## src/rtl/gonso_pkg.sv

```systemverilog
// gonso_pkg: shared definitions for the multi-channel gonso engine.
// Holds the register map offsets, channel stride, engine state encoding
// and a byte-lane merge helper used by every writable register.
package gonso_pkg;

    // Per-channel register offsets inside one channel window.
    localparam logic [3:0]  REG_IN     = 4'h0;
    localparam logic [3:0]  REG_OUT    = 4'h4;
    localparam logic [3:0]  REG_COLOR  = 4'h8;
    localparam logic [3:0]  REG_STATUS = 4'hC;

    // Global register offsets.
    localparam logic [11:0] REG_CTRL   = 12'h800;
    localparam logic [11:0] REG_MASK   = 12'h804;
    localparam logic [11:0] REG_PEND   = 12'h808;
    localparam logic [11:0] REG_ID     = 12'h80C;

    // Channel windows are CH_STRIDE bytes apart.
    localparam int CH_BITS   = 4;
    localparam int CH_STRIDE = 1 << CH_BITS;

    typedef enum logic [1:0] {
        ST_IDLE = 2'd0,
        ST_LOAD = 2'd1,
        ST_CALC = 2'd2,
        ST_WB   = 2'd3
    } eng_state_e;

    // Replace only the byte lanes enabled in sel.
    function automatic logic [31:0] byte_merge(input logic [31:0] old_v,
                                               input logic [31:0] new_v,
                                               input logic [3:0]  sel);
        logic [31:0] r;
        for (int b = 0; b < 4; b++)
            r[8*b +: 8] = sel[b] ? new_v[8*b +: 8] : old_v[8*b +: 8];
        return r;
    endfunction

endpackage

```

## src/rtl/gonso_rr_arbiter.sv

```systemverilog
// gonso_rr_arbiter: combinational round-robin pick.
// Picks the first requesting channel strictly after last_i, wrapping.
//   req_i  : NCH request bits
//   last_i : index of the last channel served
//   gnt_o  : one-hot grant, idx_o : granted index, vld_o : any request
module gonso_rr_arbiter #(
    parameter int NCH = 4,
    parameter int IW  = 2
) (
    input  logic [NCH-1:0] req_i,
    input  logic [IW-1:0]  last_i,
    output logic [NCH-1:0] gnt_o,
    output logic [IW-1:0]  idx_o,
    output logic           vld_o
);

    logic [IW-1:0] cand;

    // Walk from the farthest candidate to the nearest so the nearest
    // requester after last_i is the one left standing.
    always_comb begin
        gnt_o = '0;
        idx_o = '0;
        vld_o = 1'b0;
        cand  = '0;
        for (int k = NCH; k >= 1; k--) begin
            cand = IW'((int'(last_i) + k) % NCH);
            if (req_i[cand]) begin
                vld_o = 1'b1;
                idx_o = cand;
            end
        end
        if (vld_o)
            gnt_o[idx_o] = 1'b1;
    end

endmodule

```

## src/rtl/gonso_mch_engine.sv

```systemverilog
// gonso_mch_engine: NCH-channel Wishbone register block sharing one
// multi-cycle "+INCR" engine, served round-robin.
//   clk, rst_n        : clock, async active-low reset
//   wbs_*             : Wishbone slave (single-cycle registered ack)
//   irq               : registered |(irq_pend & irq_mask)
//   busy_o            : engine not idle
//   ch_done_o         : one-cycle pulse on result write-back, per channel
module gonso_mch_engine
    import gonso_pkg::*;
#(
    parameter int          NCH   = 4,
    parameter int          DSIZE = 32,
    parameter int          LAT   = 4,
    parameter int          INCR  = 1,
    parameter logic [31:0] BASE  = 32'h3003_0000
) (
    input  logic           clk,
    input  logic           rst_n,
    input  logic           wbs_cyc_i,
    input  logic           wbs_stb_i,
    input  logic           wbs_we_i,
    input  logic [3:0]     wbs_sel_i,
    input  logic [31:0]    wbs_adr_i,
    input  logic [31:0]    wbs_dat_i,
    output logic [31:0]    wbs_dat_o,
    output logic           wbs_ack_o,
    output logic           irq,
    output logic           busy_o,
    output logic [NCH-1:0] ch_done_o
);

    localparam int          IW       = (NCH > 1) ? $clog2(NCH) : 1;
    localparam int          CHW      = 11 - CH_BITS;
    localparam logic [CHW-1:0] NCH_W = CHW'(NCH);
    localparam logic [7:0]  CNT_INIT = 8'(LAT - 1);
    localparam logic [31:0] ID_VAL   = {8'h00, 8'(NCH), 8'(LAT), 8'(DSIZE)};

    logic                        ack_q;
    logic [31:0]                 dat_q, rdata;
    logic                        en_q, irq_q;
    logic [NCH-1:0]              mask_q, ipend_q, ipend_d;
    logic [NCH-1:0]              pend_q, pend_d, done_q, done_d;
    logic [NCH-1:0][DSIZE-1:0]   in_q, out_q;
    logic [NCH-1:0][7:0]         color_q;
    eng_state_e                  state_q, state_d;
    logic [7:0]                  cnt_q, cnt_d;
    logic [IW-1:0]               sel_q, last_q, arb_idx;
    logic [NCH-1:0]              sel_oh_q, arb_gnt;
    logic                        arb_vld;
    logic [DSIZE-1:0]            opnd_q, result;
    logic                        start, load, wb;

    // ---------------- Wishbone decode ----------------
    logic            acc, hit, wr, rd, is_ch, wr_in;
    logic [11:0]     wb_off;
    logic [CHW-1:0]  wb_ch;
    logic [IW-1:0]   chi;

    // Any cyc&stb is acked (unmapped included); only base hits touch state.
    assign acc    = wbs_cyc_i && wbs_stb_i && !ack_q;
    assign hit    = acc && (wbs_adr_i[31:12] == BASE[31:12]);
    assign wr     = hit && wbs_we_i;
    assign rd     = hit && !wbs_we_i;
    assign wb_off = wbs_adr_i[11:0];
    assign wb_ch  = wbs_adr_i[10:CH_BITS];
    assign chi    = wb_ch[IW-1:0];
    assign is_ch  = !wbs_adr_i[11] && (wb_ch < NCH_W);
    assign wr_in  = wr && is_ch && (wbs_adr_i[3:0] == REG_IN) && (|wbs_sel_i);

    always_comb begin
        rdata = '0;
        if (is_ch) begin
            case (wbs_adr_i[3:0])
                REG_IN:     rdata = 32'(in_q[chi]);
                REG_OUT:    rdata = 32'(out_q[chi]);
                REG_COLOR:  rdata = {24'b0, color_q[chi]};
                REG_STATUS: rdata = {29'b0, done_q[chi], busy_o && (sel_q == chi), pend_q[chi]};
                default:    rdata = '0;
            endcase
        end else begin
            case (wb_off)
                REG_CTRL: rdata = {31'b0, en_q};
                REG_MASK: rdata = 32'(mask_q);
                REG_PEND: rdata = 32'(ipend_q);
                REG_ID:   rdata = ID_VAL;
                default:  rdata = '0;
            endcase
        end
    end

    // ---------------- Arbiter ----------------
    gonso_rr_arbiter #(.NCH(NCH), .IW(IW)) u_arb (
        .req_i  (pend_q),
        .last_i (last_q),
        .gnt_o  (arb_gnt),
        .idx_o  (arb_idx),
        .vld_o  (arb_vld)
    );

    // ---------------- Engine FSM ----------------
    always_ff @(posedge clk or negedge rst_n) begin
        if (!rst_n) begin
            state_q <= ST_IDLE;
            cnt_q   <= '0;
        end else begin
            state_q <= state_d;
            cnt_q   <= cnt_d;
        end
    end

    always_comb begin
        state_d = state_q;
        cnt_d   = cnt_q;
        start   = 1'b0;
        load    = 1'b0;
        wb      = 1'b0;
        case (state_q)
            ST_IDLE: if (en_q && arb_vld) begin
                state_d = ST_LOAD;
                start   = 1'b1;
            end
            ST_LOAD: begin
                load    = 1'b1;
                cnt_d   = CNT_INIT;
                state_d = (CNT_INIT == 8'd0) ? ST_WB : ST_CALC;
            end
            ST_CALC: begin
                cnt_d = cnt_q - 8'd1;
                if (cnt_q == 8'd1)
                    state_d = ST_WB;
            end
            ST_WB: begin
                wb      = 1'b1;
                state_d = ST_IDLE;
            end
            default: state_d = ST_IDLE;
        endcase
    end

    assign result = opnd_q + DSIZE'(INCR);

    // Status bit updates. Order matters: a software IN write overrides the
    // engine's pend clear, and a write-back set overrides a W1C.
    always_comb begin
        pend_d  = pend_q;
        done_d  = done_q;
        ipend_d = ipend_q;
        if (load)
            pend_d = pend_d & ~sel_oh_q;
        if (wb)
            done_d = done_d | sel_oh_q;
        if (wr_in) begin
            pend_d[chi] = 1'b1;
            done_d[chi] = 1'b0;
        end
        if (wr && wb_off == REG_PEND)
            ipend_d = ipend_d & ~NCH'(byte_merge(32'b0, wbs_dat_i, wbs_sel_i));
        if (wb)
            ipend_d = ipend_d | sel_oh_q;
    end

    always_ff @(posedge clk or negedge rst_n) begin
        if (!rst_n) begin
            ack_q    <= 1'b0;
            dat_q    <= '0;
            en_q     <= 1'b0;
            mask_q   <= '0;
            ipend_q  <= '0;
            pend_q   <= '0;
            done_q   <= '0;
            in_q     <= '0;
            out_q    <= '0;
            color_q  <= '0;
            sel_q    <= '0;
            sel_oh_q <= '0;
            last_q   <= '0;
            opnd_q   <= '0;
            irq_q    <= 1'b0;
        end else begin
            ack_q <= acc;
            if (acc)
                dat_q <= rd ? rdata : '0;
            if (wr_in)
                in_q[chi] <= DSIZE'(byte_merge(32'(in_q[chi]), wbs_dat_i, wbs_sel_i));
            if (wr && wb_off == REG_CTRL && wbs_sel_i[0])
                en_q <= wbs_dat_i[0];
            if (wr && wb_off == REG_MASK)
                mask_q <= NCH'(byte_merge(32'(mask_q), wbs_dat_i, wbs_sel_i));
            if (start) begin
                sel_q    <= arb_idx;
                sel_oh_q <= arb_gnt;
            end
            // Operand is snapshotted here; later IN writes only queue a new job.
            if (load)
                opnd_q <= in_q[sel_q];
            if (wb) begin
                out_q[sel_q]   <= result;
                color_q[sel_q] <= result[DSIZE-1 -: 8];
                last_q         <= sel_q;
            end
            pend_q  <= pend_d;
            done_q  <= done_d;
            ipend_q <= ipend_d;
            irq_q   <= |(ipend_q & mask_q);
        end
    end

    assign wbs_ack_o = ack_q;
    assign wbs_dat_o = dat_q;
    assign irq       = irq_q;
    assign busy_o    = (state_q != ST_IDLE);
    assign ch_done_o = (state_q == ST_WB) ? sel_oh_q : '0;

endmodule

```

## config.mk

```make
export PLATFORM = sky130hd
export DESIGN_NAME = gonso_mch_engine
export DESIGN_NICKNAME = d
export VERILOG_FILES = /design/src/rtl/gonso_pkg.sv /design/src/rtl/gonso_rr_arbiter.sv /design/src/rtl/gonso_mch_engine.sv
export SDC_FILE = /design/constraint.sdc
export NUM_CORES = 1
export LEC_CHECK = 0
export BUFFER_PORTS_ARGS = -buffer_cell sky130_fd_sc_hd__buf_2
export CAP_MARGIN = 20
export CORE_ASPECT_RATIO = 1.4
export CORE_MARGIN = 5
export CORE_UTILIZATION = 50
export CTS_BUF_LIST = sky130_fd_sc_hd__clkbuf_4 sky130_fd_sc_hd__clkbuf_8 sky130_fd_sc_hd__clkbuf_16
export DETAILED_ROUTE_END_ITERATION = 10
export HOLD_SLACK_MARGIN = 0.1
export PLACE_DENSITY = 0.68
export SYNTH_ARGS = -nofsm -noshare
export SYNTH_HDL_FRONTEND = slang
export SYNTH_SLANG_ARGS = --single-unit
```

## constraint.sdc

```tcl
create_clock -name clk -period 3.04 [get_ports clk]
set_clock_uncertainty 0.15 [all_clocks]
set_input_delay 0.152 -clock clk [delete_from_list [all_inputs] [get_ports clk]]
set_output_delay 0.152 -clock clk [all_outputs]
set_load 0.005 [all_outputs]
```

[Word-level counts from Yosys, hierarchy flattened]
Index checks and enable logic that the tools add are counted.
Word-level totals
  register bits after elaboration: 389
  input port bits: 73
  output and inout port bits: 39
  logic and storage cells: 163
Cells by class
  $add $sub $neg: 6
  $lt $le $gt $ge: 11
  eq/ne operators: 15
  mux-type cells: 66
  bitwise gates (word level): 10
  reductions and logical operators: 29
Operators with widths (number)
  $bwmux W128: 2
  $mux W32: 7
  $bmux W32 S2: 3
  $demux W32 S2: 2
  $pmux W32 S4: 1
  $pmux W19 S4: 1
  $eq A12 B12 Y1 const B: 4
  $mux W8: 6
  $mux W4: 9
  $add A32 B1 Y32 const B: 1
  $bwmux W32: 1
  $lt A2 B3 Y1 const B: 7
  $eq A20 B18 Y1 const B: 1
  $logic_and A1 B1 Y1: 18
  $and A4 B4 Y4: 4
  $bmux W8 S2: 1
  $demux W8 S2: 1
  $mux W1: 16
  $pmux W8 S2: 1
  $bmux W1 S2: 6
  $mux W2: 6
  $not A4 Y4: 3
  $or A4 B4 Y4: 3
  $eq A4 B4 Y1 const B: 2
  other kinds (19): 31

[Logic depth before layout (Yosys ltp)]
Gate-level depths: netlist of run 1.
  depth in word-level cells: 12
  mapped depth: 8
  mapped depth without buffers: 6

[Hierarchy]
From an unflattened synthesis of run 1, not the netlist that was laid out.
Unflattened totals
  cell total of the unflattened synthesis: 1372
  area total of the unflattened synthesis: 17345.4 µm²
By module, submodules not included
  gonso_mch_engine: instances 1, cells an instance 1340, area an instance 17126.4 µm², seq. area each 8933.6 µm²
  gonso_rr_arbiter: instances 1, cells an instance 32, area an instance 219.0 µm², seq. area each 0.0 µm²

[Least setup slack after synthesis of run 1]
No wires, ideal clock.
  kind: flip-flop to flip-flop
  start point: register ack_q (netlist: wbs_ack_o)
  end point: register in_q[35] (netlist name)
  data arrival time: 1.922 ns
  required time: 2.762 ns
  path slack: 0.840 ns
  stages on the path, launching flop included: 8
  cells stage by stage: dfrtp_1 > nand3b_4 > inv_1 > nand4_2 > nor4b_4 > nand4b_4 > buf_2 > mux2_1
On the way
  word-level cells in the longest chain between the ends: 7
RTL lines
  from (decl): line gonso_mch_engine.sv:38  | logic ack_q;
  from (signal assigned): line gonso_mch_engine.sv:164  | ack_q <= 1'b0;
  from (signal assigned): line gonso_mch_engine.sv:180  | ack_q <= acc;
  $logic_not A1 Y1: line gonso_mch_engine.sv:60  | assign acc = wbs_cyc_i && wbs_stb_i && !ack_q;
  $logic_and A1 B1 Y1: line gonso_mch_engine.sv:60
  via acc: line gonso_mch_engine.sv:54  | logic acc, hit, wr, rd, is_ch, wr_in;
  $logic_and A1 B1 Y1: line gonso_mch_engine.sv:61  | assign hit = acc && (wbs_adr_i[31:12] == BASE[31:12]);
  $logic_and A1 B1 Y1: line gonso_mch_engine.sv:62  | assign wr = hit && wbs_we_i;
  $logic_and A1 B1 Y1 (3 in series): line gonso_mch_engine.sv:68  | assign wr_in = wr && is_ch && (wbs_adr_i[3:0] == REG_IN) && (|wbs_sel_i);
  to (signal, indexed assignment): line gonso_mch_engine.sv:184  | in_q[chi] <= DSIZE'(byte_merge(32'(in_q[chi]), wbs_dat_i, wbs_sel_i));
  to (decl): line gonso_mch_engine.sv:43  | logic [NCH-1:0][DSIZE-1:0] in_q, out_q;
The timed path passes the listed nets, and every way through them passes these cells.
A chain may end at the register's enable or synchronous reset.

[Worst setup path after layout of run 1]
  start point: register opnd_q[0]
  end point: register out_q[58] (netlist name)
On the way
  word-level cells in the longest chain between the ends: 2
RTL lines
  from (decl): line gonso_mch_engine.sv:50  | logic [DSIZE-1:0] opnd_q, result;
  from (signal assigned): line gonso_mch_engine.sv:195  | opnd_q <= in_q[sel_q];
  $add A32 B1 Y32: line gonso_mch_engine.sv:140  | assign result = opnd_q + DSIZE'(INCR);
  $bwmux W128: line gonso_mch_engine.sv:197  | out_q[sel_q] <= result;
  to (signal, indexed assignment): line gonso_mch_engine.sv:197
  to (decl): line gonso_mch_engine.sv:43
Every way passes these cells.

==> flow_summary.toml, run 1 <==
[place]
dp_slack_ns = 0.3599
place.gp.congestion = 0.8294
placed_cell_area_um2 = 18520
place_hpwl_um = 31300
dp_cells = 1876
io_buffer_count = 111

[setup_path]
r2r-start = "opnd_q[0]"
crit_fanout = 9
reg2reg_to = "out_q[58]"
reg2reg_slack_ns = 0.41
endpoint_kind = "flip-flop"
crit_path_start_kind = "flip-flop"
crit_required_ns = 3.25
worst-setup-path-type = "reg2reg"
rr_worst_depth = 6
arrival_ns = 2.84

[final_layout]
layout.nets = 1586
area_growth_pct = 17.00
stdcell_count = 1980
design_area_um2 = 20120
drive_above_1_share = 0.2904
num_antenna_cells = 0

[floorplan]
core-area_um2 = 34030
io_pins = 112
fp.dieH_um = 229.5
fp.dieArea_um2 = 38260
rows = 80
die_x_um = 166.8
start_util = 0.5054

[routing]
drt_iter0_markers = 670
vias = 11750
post_drt_wl_per_cell_um = 22.80
routed_wl_um = 45140
dr.pass1.iters = 5
viasPerCell = 5.932
antenna_left = 0
post-route-drc-count = 0

[timing]
setup_tns_ns = 0
setup-violations-final = 0
timing.final.ws_setup_ns = 0.4147
min_period_ns = 2.625
worstMarginPinSlew_ns = 0.9639
maxSlewViolCount = 0
rsz0062_at_grt = "false"
slew-limit-headroom = 0.3574
hold_viol = 0
fmax_mhz = 380.9
fin_crit_sh = 0.8636

[global_route]
gr-total-overflow = 0
grt_pass1_vias = 12390
antenna_found_initial = 3
grt_pass1_wl_um = 71620
track_usage = 0.2380
grt_max_degree = 76

[min_path]
worstHoldPathType = "in2async"

[cts]
insertion_delay_ns = 0.53
clockBufferDepth = 3
cts.sinks = 357
cts_tree = "done"
cts-root-buf = "clkbuf_16"
cts_max_level = 2
cts_buffers = 34
cts_resized = 0
path_clk_slew_ns = 0.07

[power]
ir_worst_vdd_v = 0.0004143
p_total_uw = 9550
leakage_uw = 0.009213
powerDensity_nw_per_um2 = 474.6

[yosys]
synth.distinct_cells = 58
synthCells = 1358
synth_ff_type = "dfrtp_1"
avgSynthCellArea_um2 = 12.67
synth_edf_count = 0
syn_nets = 1438
ys_async_sr_fraction = 1.000
seq_area_frac_synth = 0.5194
synth-seq-cells = 357
yosys_warnings = 0
netlist_area_um2 = 17200

[outcome]
outcome = "finished clean"

[run]
drv_cap = 0
## flip-flops by register name, summed over array words and instances, names as in the netlist, 2 cells and up
signal,count
pend_q,4
out_q,128
mask_q,4
sel_q,2
ipend_q,4
done_q,4
state_q,2
cnt_q,8
in_q,128
wbs_dat_o,32
last_q,2
sel_oh_q,4
opnd_q,32
## logic make-up (layout without fill, tap and decap cells)
| logic type | after synthesis | after routing | synth area share |
|---|---|---|---|
| compound gates | 245 | 245 | 0.08402 |
| xor+xnor | 32 | 32 | 0.01629 |
| fa+ha+maj | 7 | 7 | 0.005092 |
| buf+inv | 105 | 276 | 0.02575 |
| flops | 357 | 357 | 0.5194 |
| mux | 301 | 301 | 0.2609 |
| simple gates | 311 | 311 | 0.08853 |
## per-stage QoR
stage / utilization / hold slack (ns)
3_3_place_gp: 0.5440 / 0.01246
3_5_place_dp: 0.5440 / 0.01553
5_1_grt: 0.5913 / 0.1403
6_report: 0.5913 / 0.1287
4_1_cts: 0.5913 / 0.1198
2_1_floorplan: - / -0.2936
## critical path, stage by stage (launching register included)
cell and delay, ns:
dfrtp_1 0.44, ha_1 0.23, and4_1 0.23, nand4_1 0.51, nor4b_1 0.54, xnor2_1 0.23, o21ai_0 0.12
## worst max-delay path by stage
stage | to | start | slack [ns]
global placement | wbs_dat_o[21] | wbs_adr_i[12] | 0.40
global route | out_q[58] | opnd_q[0] | 0.20
detailed placement | wbs_dat_o[24] | wbs_adr_i[25] | 0.36
floorplan | in_q[35] | wbs_ack_o | 0.84
finish | out_q[58] | opnd_q[0] | 0.41
CTS | wbs_dat_o[24] | wbs_ack_o | 0.40
## placed cells by master, fill, tap and decap left out, types with 16 or more instances in the layout
cell type,Yosys,routed
nand3_1,19,18
clkbuf_16,0,35
nand2_1,199,198
dlygate4sd3_1,0,44
mux4_2,98,98
mux2_1,95,95
nor2_1,16,16
mux2_2,104,104
a22oi_1,32,32
xnor2_1,26,26
buf_12,0,16
buf_4,0,33
buf_2,21,108
dfrtp_1,357,355
o21ai_0,160,160
## report_power, final
part	total (µW)	switching, µW	internal, µW	leakage [µW]
Clock	4360	1830	2540	0.000575
Combinational	436	263	174	0.00367
Sequential	4750	0.426	4750	0.00497
## synthesized netlist by cell type, drive strengths merged, types with 7 or more instances
| cell | count | share of area |
|---|---|---|
| mux4 | 98 | 0.13 |
| buf | 29 | 0.0092 |
| xnor2 | 26 | 0.013 |
| nand2 | 199 | 0.043 |
| clkbuf | 62 | 0.014 |
| nand3 | 20 | 0.0061 |
| nor4 | 17 | 0.0085 |
| dfrtp | 357 | 0.52 |
| a22o | 9 | 0.0046 |
| a22oi | 32 | 0.014 |
| nand4 | 7 | 0.0033 |
| ha | 7 | 0.0051 |
| nor3 | 12 | 0.0035 |
| nor2 | 16 | 0.0035 |
| o21ai | 166 | 0.048 |
| inv | 14 | 0.0031 |
| mux2 | 199 | 0.13 |
## metal layers
layer	up-vias	wire length [µm]	global-route usage
met4	6	1585	0.08416
met1	6053	18270	0.3104
li1	5281	-	-
met5	-	29	0
met3	93	2336	0.03778
met2	312	22920	0.4067
## layout make-up
class	count	area, µm²
fill	2781	13910
sequential	357	8936
multi-input combinational	896	7839
timing repair buffer	203	1592
clock buffer	48	1030
tap	451	564.3
clock inverter	11	111.4
inverter	14	52.55
## repair_timing
item / CTS / global route
setup buffers: 0 / 0
endpoints found under the hold margin: 503 / 0
hold buffers: 45 / 0
(Power assumes the default switching activity.)
==> inputs of run 2 (changes only) <==
--- a/config.mk
+++ b/config.mk
@@ -10,7 +10,6 @@
 export CORE_ASPECT_RATIO = 1.4
 export CORE_MARGIN = 5
 export CORE_UTILIZATION = 50
-export CTS_BUF_LIST = sky130_fd_sc_hd__clkbuf_4 sky130_fd_sc_hd__clkbuf_8 sky130_fd_sc_hd__clkbuf_16
 export DETAILED_ROUTE_END_ITERATION = 10
 export HOLD_SLACK_MARGIN = 0.1
 export PLACE_DENSITY = 0.68
==> constraint.sdc (replaced) <==
create_clock -name clk -period 3.04 [get_ports clk]
set_clock_uncertainty 0.15 [all_clocks]
set_input_delay 0.152 -clock clk [delete_from_list [all_inputs] [get_ports clk]]
set_output_delay 0.152 -clock clk [all_outputs]
set_load 0.01 [all_outputs]
==> flow_summary.toml, run 2 (synthesis results as in run 1) <==
[final_layout]
drive_above_1_share = 0.2878
num_antenna_cells = 0
fillers = 2785
layout.nets = 1586
seqCellArea_um2 = 8936
design_area_um2 = 20110
multi_input_area_um2 = 7839
layout_commonest_cell = "dfrtp_1"
layout_common_cells = "355 x dfrtp_1, 198 x nand2_1, 160 x o21ai_0"
largestRegisters = "in_q: 128 flops, out_q: 128 flops"
area_growth_pct = 16.91

[timing]
maxSlewViolCount = 0
min_period_ns = 2.628
hold_viol = 0
setup_tns_ns = 0
fin_crit_sh = 0.8645
setup-violations-final = 0
rsz0062_at_grt = "false"
fmax_mhz = 380.5
worstMarginPinSlew_ns = 0.9688
slew-limit-headroom = 0.3541

[floorplan]
fp.dieArea_um2 = 38260
start_util = 0.5054
fp.dieH_um = 229.5
rows = 80
io_pins = 112
core-area_um2 = 34030
die_x_um = 166.8

[cts]
cts_max_level = 2
cts.sinks = 357
path_clk_slew_ns = 0.07
cts-root-buf = "clkbuf_16"
cts_buffers = 34
cts_tree = "done"
insertion_delay_ns = 0.53
clockBufferDepth = 3
cts_resized = 0

[global_route]
grt_pass1_wl_um = 71660
gr-total-overflow = 0
track_usage = 0.2381
antenna_found_initial = 3
grt_pass1_vias = 12400
grt_max_degree = 76

[place]
io_buffer_count = 111
placed_cell_area_um2 = 18520
place.gp.congestion = 0.8294
place_hpwl_um = 31300

[setup_path]
critPathSlowestCell = "or4_1"
worst_path_largest_cell_delay_ns = 1.01
crit_required_ns = 3.33
crit_path_start_kind = "flip-flop"
crit_fanout = 18
arrival_ns = 2.92
crit_chain = "nand3b_4 > inv_1 > nand4_2 > or4_1 > buf_4 > o21ai_0"
worst-setup-path-type = "reg2reg"
endpoint_kind = "flip-flop"

[routing]
dr.pass1.iters = 5
antenna_left = 0
post_drt_wl_per_cell_um = 22.88
vias = 11770
post-route-drc-count = 0
viasPerCell = 5.946
routed_wl_um = 45300
drt_iter0_markers = 655

[power]
powerDensity_nw_per_um2 = 473.6
leakage_uw = 0.009199
ir_worst_vdd_v = 0.0004142

[outcome]
outcome = "finished clean"

[min_path]
worstHoldPathType = "in2async"

[run]
drv_cap = 0
## run 2: changes by cell type in the layout (fill, tap and decap cells not counted)
cell / change
clkbuf_4: -4
clkbuf_1: +4
## run 2: report_power, final
group	switching, µW	total (µW)	internal [µW]
combinational	263	437	174
sequential	0.421	4750	4750
clock	1840	4340	2500
## run 2: critical path: cells and delay by family (launching register included)
family	cells	cell delay [ns]
AOI/OAI and AO/OA	1	0.20
buffers and inverters	2	0.44
DFF	1	0.38
and+or+nand+nor	3	1.37
## run 2: path summary, 6_finish.rpt
path	from	end	slack (ns)	cells past startpoint
max	wbs_ack_o	wbs_dat_o[24]	0.41	6
min	rst_n	in_q[15]	0.13	3
max reg2reg	wbs_ack_o	wbs_dat_o[24]	0.41	6
min reg2reg	wbs_dat_o[12]	wbs_dat_o[12]	0.32	2
max in group asynchronous	rst_n	wbs_ack_o	2.21	3
min in group clk	wbs_stb_i	wbs_dat_o[30]	0.13	5
## run 2: area by class of cell
class,count,area share
flip-flops and latches,357,0.4444
inverters,14,0.002613
clock buffers,48,0.05046
clock inverters,11,0.005538
repair buffers,203,0.07914
well taps,451,0.02806
multi-input cells,896,0.3898
## run 2: metal layers
| layer | up-vias | GRT usage | wire, µm |
|---|---|---|---|
| li1 | 5284 | - | - |
| met1 | 6107 | 0.3107 | 18570 |
| met2 | 289 | 0.4070 | 23110 |
| met3 | 88 | 0.03726 | 2044 |
| met4 | 6 | 0.08416 | 1550 |
| met5 | - | 0 | 29 |
## run 2: stage by stage
step	setup WS (ns)	hold WS, ns	power [µW]	utilization	instances
after floorplan	0.8081	-0.2936	4988	-	1358
after global placement	0.4008	0.01246	5231	0.5440	1876
after detailed placement	0.3599	0.01553	5234	0.5440	1876
after CTS	0.3958	0.1197	9604	0.5909	1980
after global routing	0.2035	0.1403	9817	0.5909	1980
final	0.4119	0.1263	9523	0.5909	1980
## run 2: repair_timing
action / CTS / global route
hold endpoints to repair: 503 / 0
hold buffers: 45 / 0
setup buffers: 0 / 0
==> inputs of run 3 (changes only) <==
--- a/config.mk
+++ b/config.mk
@@ -15,4 +15,5 @@
 export PLACE_DENSITY = 0.68
 export SYNTH_ARGS = -nofsm -noshare
 export SYNTH_HDL_FRONTEND = slang
+export SYNTH_HIERARCHICAL = 1
 export SYNTH_SLANG_ARGS = --single-unit
==> flow_summary.toml, run 3 <==
[power]
powerDensity_nw_per_um2 = 479.1
leakage_uw = 0.009251
ir_worst_vdd_v = 0.0003590

[yosys]
synth_ff_type = "dfrtp_1"
synth-seq-cells = 357
synth_edf_count = 0
yosysMostFrequentCell = "dfrtp_1"
ys_async_sr_fraction = 1.000
avgSynthCellArea_um2 = 12.64
syn_nets = 1452
synthCells = 1372
netlist_area_um2 = 17350
synth_area_leaders = "dfrtp_1 52%, mux4_2 13%, mux2_2 13%, nand2_1 4.2%, o21ai_0 4.0%"
synth_top_area_share = 0.5150
yosys_warnings = 6
synthTopCellsByCount = "357 x dfrtp_1, 196 x nand2_1, 193 x mux2_2"
seq_area_frac_synth = 0.5150
yosysTopAreaCell = "dfrtp_1"
synth.distinct_cells = 64

[timing]
hold_ws_ns = 0.1298
setup_tns_ns = 0
worstMarginPinSlew_ns = 0.8072
min_period_ns = 2.985
maxSlewViolCount = 0
setup-violations-final = 0
fin_crit_sh = 0.9820
hold_viol = 0
slew-limit-headroom = 0.4619
fmax_mhz = 335.0
rsz0062_at_grt = "false"

[place]
io_buffer_count = 111
place.gp.congestion = 0.8717
place_hpwl_um = 30970

[setup_path]
crit_required_ns = 3.34
crit_path_start_kind = "input port"
arrival_ns = 3.29
worst-setup-path-type = "in2reg"
critPathSlowestCell = "dlygate4sd3_1"
worst_path_largest_cell_delay_ns = 0.57
crit_chain = "dlygate4sd3_1 > buf_2 > or4_4 > or4_1 > or4_1 > buf_4 > a31o_1 > o211ai_2 > dlygate4sd3_1"
crit_fanout = 28
endpoint_kind = "flip-flop"

[routing]
antenna_left = 0
post-route-drc-count = 0
routed_wl_um = 45920
viasPerCell = 5.965
dr.pass1.iters = 5
post_drt_wl_per_cell_um = 22.94
vias = 11940
drt_iter0_markers = 922

[floorplan]
rows = 80
start_util = 0.5067
fp.dieArea_um2 = 38570
io_pins = 112
fp.dieH_um = 230.4
die_x_um = 167.4
core-area_um2 = 34230

[global_route]
grt_pass1_vias = 12340
track_usage = 0.2392
grt_pass1_wl_um = 72680
grt_max_degree = 91
antenna_found_initial = 0
gr-total-overflow = 0

[cts]
insertion_delay_ns = 0.52
cts_tree = "done"
clockBufferDepth = 3
cts_max_level = 2
cts-root-buf = "clkbuf_16"
path_clk_slew_ns = 0.06
cts.sinks = 357
postCtsSetupBuffers = 0
cts_buffers = 36

[final_layout]
seqCellArea_um2 = 8936
layout.nets = 1607
largestRegisters = "in_q: 128 flops, out_q: 128 flops"
layout_commonest_cell = "dfrtp_1"
area_growth_pct = 17.08
drive_above_1_share = 0.3366
layout_common_cells = "355 x dfrtp_1, 196 x nand2_1, 193 x mux2_2"
num_antenna_cells = 0
multi_input_area_um2 = 7944
fillers = 2762

[run]
drv_cap = 0

[outcome]
outcome = "finished clean"

[min_path]
worstHoldPathType = "in2reg"
[run 3: cell types whose count changed in the layout (fill, tap and decap cells not counted), sizes merged, moves of 4 or more]
| cell | previous run | this run |
|---|---|---|
| xor2 | 6 | 22 |
| clkbuf | 48 | 54 |
| xnor2 | 26 | 10 |
| nand4 | 7 | 15 |
| a221oi | 5 | 1 |
| o31ai | 5 | 0 |
| mux2 | 199 | 209 |
| a22oi | 32 | 37 |
| a21oi | 4 | 8 |
| nor4 | 17 | 10 |
| nand3 | 20 | 27 |
| o21ai | 166 | 159 |
| dlygate4sd3 | 44 | 53 |
[run 3: through the flow]
stage,total power [µW],utilization,instance area [µm²],instances,worst slack (ns)
6_report,9729,0.5932,20310,2002,0.05464
5_1_grt,10030,0.5932,20310,2002,0.01857
4_1_cts,9812,0.5927,20290,2001,0.1219
3_5_place_dp,5222,0.5419,18550,1886,0.3422
3_3_place_gp,5221,0.5419,18550,1886,0.3967
2_1_floorplan,4992,-,17350,1372,0.6776
[run 3: final timing paths]
kind,from,end,slack [ns],cells after the start
worst max-delay path,wbs_adr_i[11],wbs_dat_o[1],0.05,9
worst min-delay path,wbs_adr_i[6],wbs_dat_o[3],0.13,5
worst max register to register,wbs_ack_o,wbs_dat_o[1],0.24,8
worst min register to register,out_q[122],out_q[122],0.33,2
max in group asynchronous,rst_n,out_q[69],0.96,5
min in group asynchronous,rst_n,in_q[96],0.57,3
[run 3: metal layers]
| metal | wire [µm] | global-route usage | vias to the layer above |
|---|---|---|---|
| met5 | 0 | 0 | - |
| met1 | 18470 | 0.3143 | 6139 |
| li1 | - | - | 5351 |
| met3 | 2436 | 0.03594 | 67 |
| met4 | 1300 | 0.07029 | 0 |
| met2 | 23710 | 0.4149 | 384 |
[run 3: cell families after synthesis]
logic type,after synthesis,share of synthesized area
adder cells (fa/ha/maj),7,0.005049
XOR/XNOR,32,0.01616
multiplexers,311,0.2652
buffers and inverters,107,0.02842
AO/OA/AOI/OAI,240,0.08187
AND/OR/NAND/NOR,318,0.08822
flip-flops,357,0.5150
[run 3: power by group]
part	internal, µW	switching [µW]	leakage [µW]
Clock	2730	1820	0.000594
Combinational	170	260	0.00369
Sequential	4750	0.336	0.00497
[run 3: critical path, delay by kind of cell]
kind | cells | cell delay, ns
buffers and inverters | 4 | 1.48
AO/OA/AOI/OAI | 2 | 0.33
AND/OR/NAND/NOR | 3 | 1.31
[run 3: final cells by class]
cell class | instances | area share
flip-flops and latches | 357 | 0.4400
repair buffers | 210 | 0.07898
well taps | 451 | 0.02779
clock inverters | 8 | 0.005791
multi-input cells | 908 | 0.3912
clock buffers | 54 | 0.05366
inverters | 14 | 0.002588
[run 3: what timing repair did]
action | in CTS | in global routing
hold endpoints to repair | 512 | 0
hold buffers | 53 | 0
endpoints found under the setup margin | 0 | 1
gates resized for setup | 0 | 1
